===== src/rtl/store_unload_ctrl.sv =====
// store_unload_ctrl
// Drain side of the load/store volume counter. While the store is empty it
// requests a refill from the loader. A full indication loads N units into the
// store, which are then handed to a sink one unit per valid/ready handshake.
// Spurious full indications and prolonged sink stalls raise a sticky error.
module store_unload_ctrl #(
  parameter int N     = 750,
  parameter int CBITS = 10,
  parameter int TMO   = 1023,
  parameter int TBITS = 10
) (
  input  logic             clk,
  input  logic             rst,
  input  logic             i_full_in,
  output logic             o_load_req,
  output logic             o_unit_valid,
  input  logic             i_unit_ready,
  output logic [CBITS-1:0] o_level,
  output logic             o_empty,
  output logic             o_err
);

  typedef enum logic [0:0] {
    ST_IDLE  = 1'b0,
    ST_DRAIN = 1'b1
  } state_t;

  localparam logic [CBITS-1:0] LVL_FULL  = CBITS'(N);
  localparam logic [CBITS-1:0] LVL_ONE   = CBITS'(1);
  localparam logic [CBITS-1:0] LVL_ZERO  = CBITS'(0);
  localparam logic [TBITS-1:0] STALL_MAX = TBITS'(TMO);
  localparam logic [TBITS-1:0] STALL_ONE = TBITS'(1);
  localparam logic [TBITS-1:0] STALL_CLR = TBITS'(0);

  state_t           r_state;
  state_t           w_state_next;
  logic [CBITS-1:0] r_level;
  logic [CBITS-1:0] w_level_next;
  logic [TBITS-1:0] r_stall;
  logic [TBITS-1:0] w_stall_next;
  logic [TBITS-1:0] w_stall_inc;
  logic             r_err;
  logic             w_err_next;

  // Saturating stall count: holds at STALL_MAX once reached.
  always_comb begin
    w_stall_inc = r_stall;
    if (r_stall == STALL_MAX) begin
      w_stall_inc = r_stall;
    end else begin
      w_stall_inc = r_stall + STALL_ONE;
    end
  end

  // Next-state, level, stall watchdog and sticky error decode.
  always_comb begin
    w_state_next = r_state;
    w_level_next = r_level;
    w_stall_next = STALL_CLR;
    w_err_next   = r_err;
    case (r_state)
      ST_IDLE: begin
        // full_in is only honoured here, so a refill needs at least one IDLE cycle.
        if (i_full_in) begin
          w_state_next = ST_DRAIN;
          w_level_next = LVL_FULL;
        end else begin
          w_state_next = ST_IDLE;
        end
      end
      ST_DRAIN: begin
        if (i_unit_ready) begin
          // DRAIN always holds level >= 1, so this never wraps.
          w_level_next = r_level - LVL_ONE;
          w_stall_next = STALL_CLR;
          if (r_level == LVL_ONE) begin
            w_state_next = ST_IDLE;
          end else begin
            w_state_next = ST_DRAIN;
          end
        end else begin
          w_stall_next = w_stall_inc;
          if (w_stall_inc == STALL_MAX) begin
            w_err_next = 1'b1;
          end else begin
            w_err_next = r_err;
          end
        end
        // The loader may keep full asserted while the store is still untouched.
        if (i_full_in && (r_level != LVL_FULL)) begin
          w_err_next = 1'b1;
        end else begin
          w_err_next = w_err_next;
        end
      end
      default: begin
        w_state_next = ST_IDLE;
        w_level_next = LVL_ZERO;
      end
    endcase
  end

  // State registers with synchronous reset that overrides all other inputs.
  always_ff @(posedge clk) begin
    if (rst) begin
      r_state <= ST_IDLE;
      r_level <= LVL_ZERO;
      r_stall <= STALL_CLR;
      r_err   <= 1'b0;
    end else begin
      r_state <= w_state_next;
      r_level <= w_level_next;
      r_stall <= w_stall_next;
      r_err   <= w_err_next;
    end
  end

  assign o_load_req   = (r_state == ST_IDLE);
  assign o_unit_valid = (r_state == ST_DRAIN);
  assign o_level      = r_level;
  assign o_empty      = (r_level == LVL_ZERO);
  assign o_err        = r_err;

endmodule


===== config.mk =====
export PLATFORM = sky130hd
export DESIGN_NAME = store_unload_ctrl
export DESIGN_NICKNAME = d
export VERILOG_FILES = /design/src/rtl/store_unload_ctrl.sv
export SDC_FILE = /design/constraint.sdc
export NUM_CORES = 1
export LEC_CHECK = 0
export ABC_AREA = 1
export CAP_MARGIN = 0
export CORE_MARGIN = 5
export CORE_UTILIZATION = 25
export CTS_CLUSTER_DIAMETER = 120
export DETAILED_ROUTE_END_ITERATION = 7
export PLACE_DENSITY = 0.49
export REMOVE_ABC_BUFFERS = 1
export SKIP_LAST_GASP = 1
export SYNTH_ARGS = -nofsm -noshare
export SYNTH_HDL_FRONTEND = slang
export SYNTH_SLANG_ARGS = --single-unit
export TNS_END_PERCENT = 5

===== constraint.sdc =====
create_clock -name clk -period 1.75 [get_ports clk]
set_input_delay 0.35 -clock clk [delete_from_list [all_inputs] [get_ports clk]]
set_output_delay 0.35 -clock clk [all_outputs]
set_load 0.1 [all_outputs]

==> metrics.md <==
| Metric | Value |
|---|---|
| Post-DP Area | 1770 um2 |
| Layout cell share with drive strength beyond 1 | between 20% and 30% |
| Diode count | 0 |
| PnR worst setup slack | about 10 ps |
| Max Cap Viol | 0 |
| Fin area | 1880 um2 |
| Max Slew Vio Count | 0 |
| DIE HEIGHT | about 80 um |
| RSZ-0062 raised after global routing | yes |
| WL/cell | approximately 11 um |
| Core ar. | between 4000 and 5000 um2 |
| TritonCTS buffer count | 3 |
| Ys Warns | 0 |
| Maximum clock rate | approximately 0.57 GHz |
| RD Place Congestion | 0.784 |
| Die X | between 70 and 80 um |
| Grt ovf | 0 |
| CP arrival | 1390 ps |
| PD cells | between 800 and 900 nW/um2 |
| Clk buf depth | 2 |
| Slew of the pin with the lowest slew margin | about 360 ps |
| DR iter-0 viols | 43 |
| Place WS | around 3.5 ps |
| Syn Inst Count | about 180 |
| Leak Pwr | approximately 0.82 nW |
| Final antenna-violating net count | 0 |
| EDFF count, synth | 0 |
| Area of the multi-input gates | between 700 and 800 um2 |
| Critical Path Sink Type | output pin |
| CTS clk-pin slew, worst paths | ~80 ps |
| Cells after DPL | roughly 290 |
| # port buffers | 17 |
| GR Util met1 | between 10% and 20% |
| Wire length of the first global-routing pass | about 5900 um |
| DR vias/cell | between 4 and 5 |
| Mean post-synth cell area | around 6.7 um2 |
| DR vias | approximately 1.3k |
| Clock root buffer | clkbuf_8 |
| Clk_skew | ~7.4 ps |
| Finish-stage setup viols | 0 |
| Crit path max fanout | 2 |
| FF/Latch Area | about 450 um2 |
| Io pins | 18 |
| Worst ir drop on vdd | roughly 0.00053 V |
| GRT Overall Usage | between 10% and 20% |
| Layout fillers | 502 |
| Initial antenna violation count | 0 |
| Met3 GRT Util | between 2 and 3% |
| Synthesized area | around 1200 um2 |
| Final hold vios | 0 |
| Min-Delay Path Class | flop to flop |
| HPWL after detailed placement | roughly 2600 um |
| Synthesized flop and latch total | 22 |
| P&R area growth vs syn | 53.7% |
| WP data required | about 1400 ps |
| Sequential fraction of the synthesis area | 36.1% |
| Final worst-path cycle share | between 90 and 100% |
| Cell variety after synth | 27 |
| Std-Cell Rows | 25 |
| Final Power | roughly 0.0016 W |
| Initial Util | 25.9% |
| Vias in the first global route | roughly 1.3k |
| First-pass iteration count of the detailed router | 4 |
| GRT busiest layer | met2 |
| Fin nets | 236 |
| Routed Wire Length | between 3000 and 4000 um |
| CTS Sinks | 22 |
| Die area | around 6400 um2 |
| WS Path Type | flop to output pin |
| Main synth FF type | dfxtp_1 |
| Slew headroom | 75.9% |
| Met2 Usage GRT | between 20% and 30% |
| CTS tree | done |
| Clock Latency Late Sink | between 200 and 300 ps |
| Pin count of the biggest net entering global routing | 12 |
| Status | finished, final reports clean |
| H-tree depth | 1 |
| Non-Filler Instances | 293 |
| Final min period | roughly 1700 ps |
| Startpoint types | flop |
| Async SR Flop Fraction | 0% |
| # DRC | 0 |
## flip-flops by register name (all words and copies together), names as in the netlist
name,cells
o_level,10
o_unit_valid,1
r_stall,10
o_err,1
## cell families (layout without fill, tap and decap cells)
kind of cell               Yosys count  count (layout)  synth area share (%)
DFF                                 22              22                  36.1
xor gates and xnor gates             2               2                  1.43
and+or+nand+nor                     93              93                  33.5
adders and majority gates            4               4                  4.10
buffers and inverters               26              70                  8.61
AOI/OAI and AO/OA                   35              35                  16.3
## where the power goes
part / switching [W] / leakage, nW / total, W / internal [W]
Clock: 0.000157 / 0.0216 / 0.000310 / 0.000153
Combinational: 0.000436 / 0.613 / 0.000695 / 0.000260
Sequential: 0.0000324 / 0.181 / 0.000564 / 0.000531
Total: 0.000625 / 0.816 / 0.00157 / 0.000944
## metrics by stage
| stage | setup TNS [ps] | hold slack (ps) | util [%] |
|---|---|---|---|
| after floorplan | -18830 | 419 | - |
| after global placement | 0 | 486 | 37.5 |
| after detailed placement | 0 | 485 | 37.5 |
| after CTS | 0 | 501 | 39.7 |
| after global routing | -116 | 516 | 39.7 |
| final | 0 | 496 | 39.7 |
## per-layer routing
layer / up-vias / share of wire (%)
li1: 680 / -
met3: 6 / 5.0
met5: - / 0
met1: 573 / 45
met4: 0 / 0.87
met2: 32 / 49
## final timing paths
path	from	endpoint	slack, ps	cells past startpoint
worst min-delay path	o_err	o_err	500	2
worst min register to register	o_err	o_err	500	2
worst max-delay path	o_level[1]	o_empty	10	6
worst max register to register	r_stall[0]	o_err	170	12
## cells in the final DEF (no fill, tap or decap), types with 3 or more instances in the layout
cell type	instances
inv_2	4
nor2_4	3
nor2_1	18
nand2_2	4
ha_1	3
o21ai_0	12
clkdlybuf4s50_1	3
nand2_1	46
dfxtp_1	20
buf_4	26
nand3_1	12
buf_12	14
a21oi_1	15
clkbuf_8	3
inv_1	19
nand4_1	3
## synth_stat cells (2+ instances only)
cell	number	area, um2
nand3_1	12	60.1
o21bai_1	2	15.0
nand4_1	3	18.8
nand3_2	2	20.0
inv_2	2	7.51
inv_1	21	78.8
nor2_1	21	78.8
nand2_1	48	180
dfxtp_1	22	440
nand2_2	2	12.5
a21oi_1	15	75.1
nor3_1	2	10.0
ha_1	4	50.1
o21ai_0	12	60.1
nor2_4	2	22.5
## timing repair
action,4_1_cts,5_1_grt
pin swaps,4,0
hold buffers,0,0
buffers inserted,3,0
endpoints found under the setup margin,1,2
gates resized for setup,14,0
## final cells by class
cell class | count | area share (%)
clock buffer | 3 | 2.20
multi-input combinational | 134 | 37.9
timing repair buffer | 43 | 26.9
tap | 67 | 4.47
inverter | 24 | 4.80
sequential | 22 | 23.7
## worst max-delay path, cell delays in order (launching register included)
cell	delay, ps
dfxtp_1	320
inv_2	60
ha_2	180
nand2_2	80
nor4_4	160
buf_4	160
buf_12	160
No activity file was read; power rests on OpenSTA's default activity.
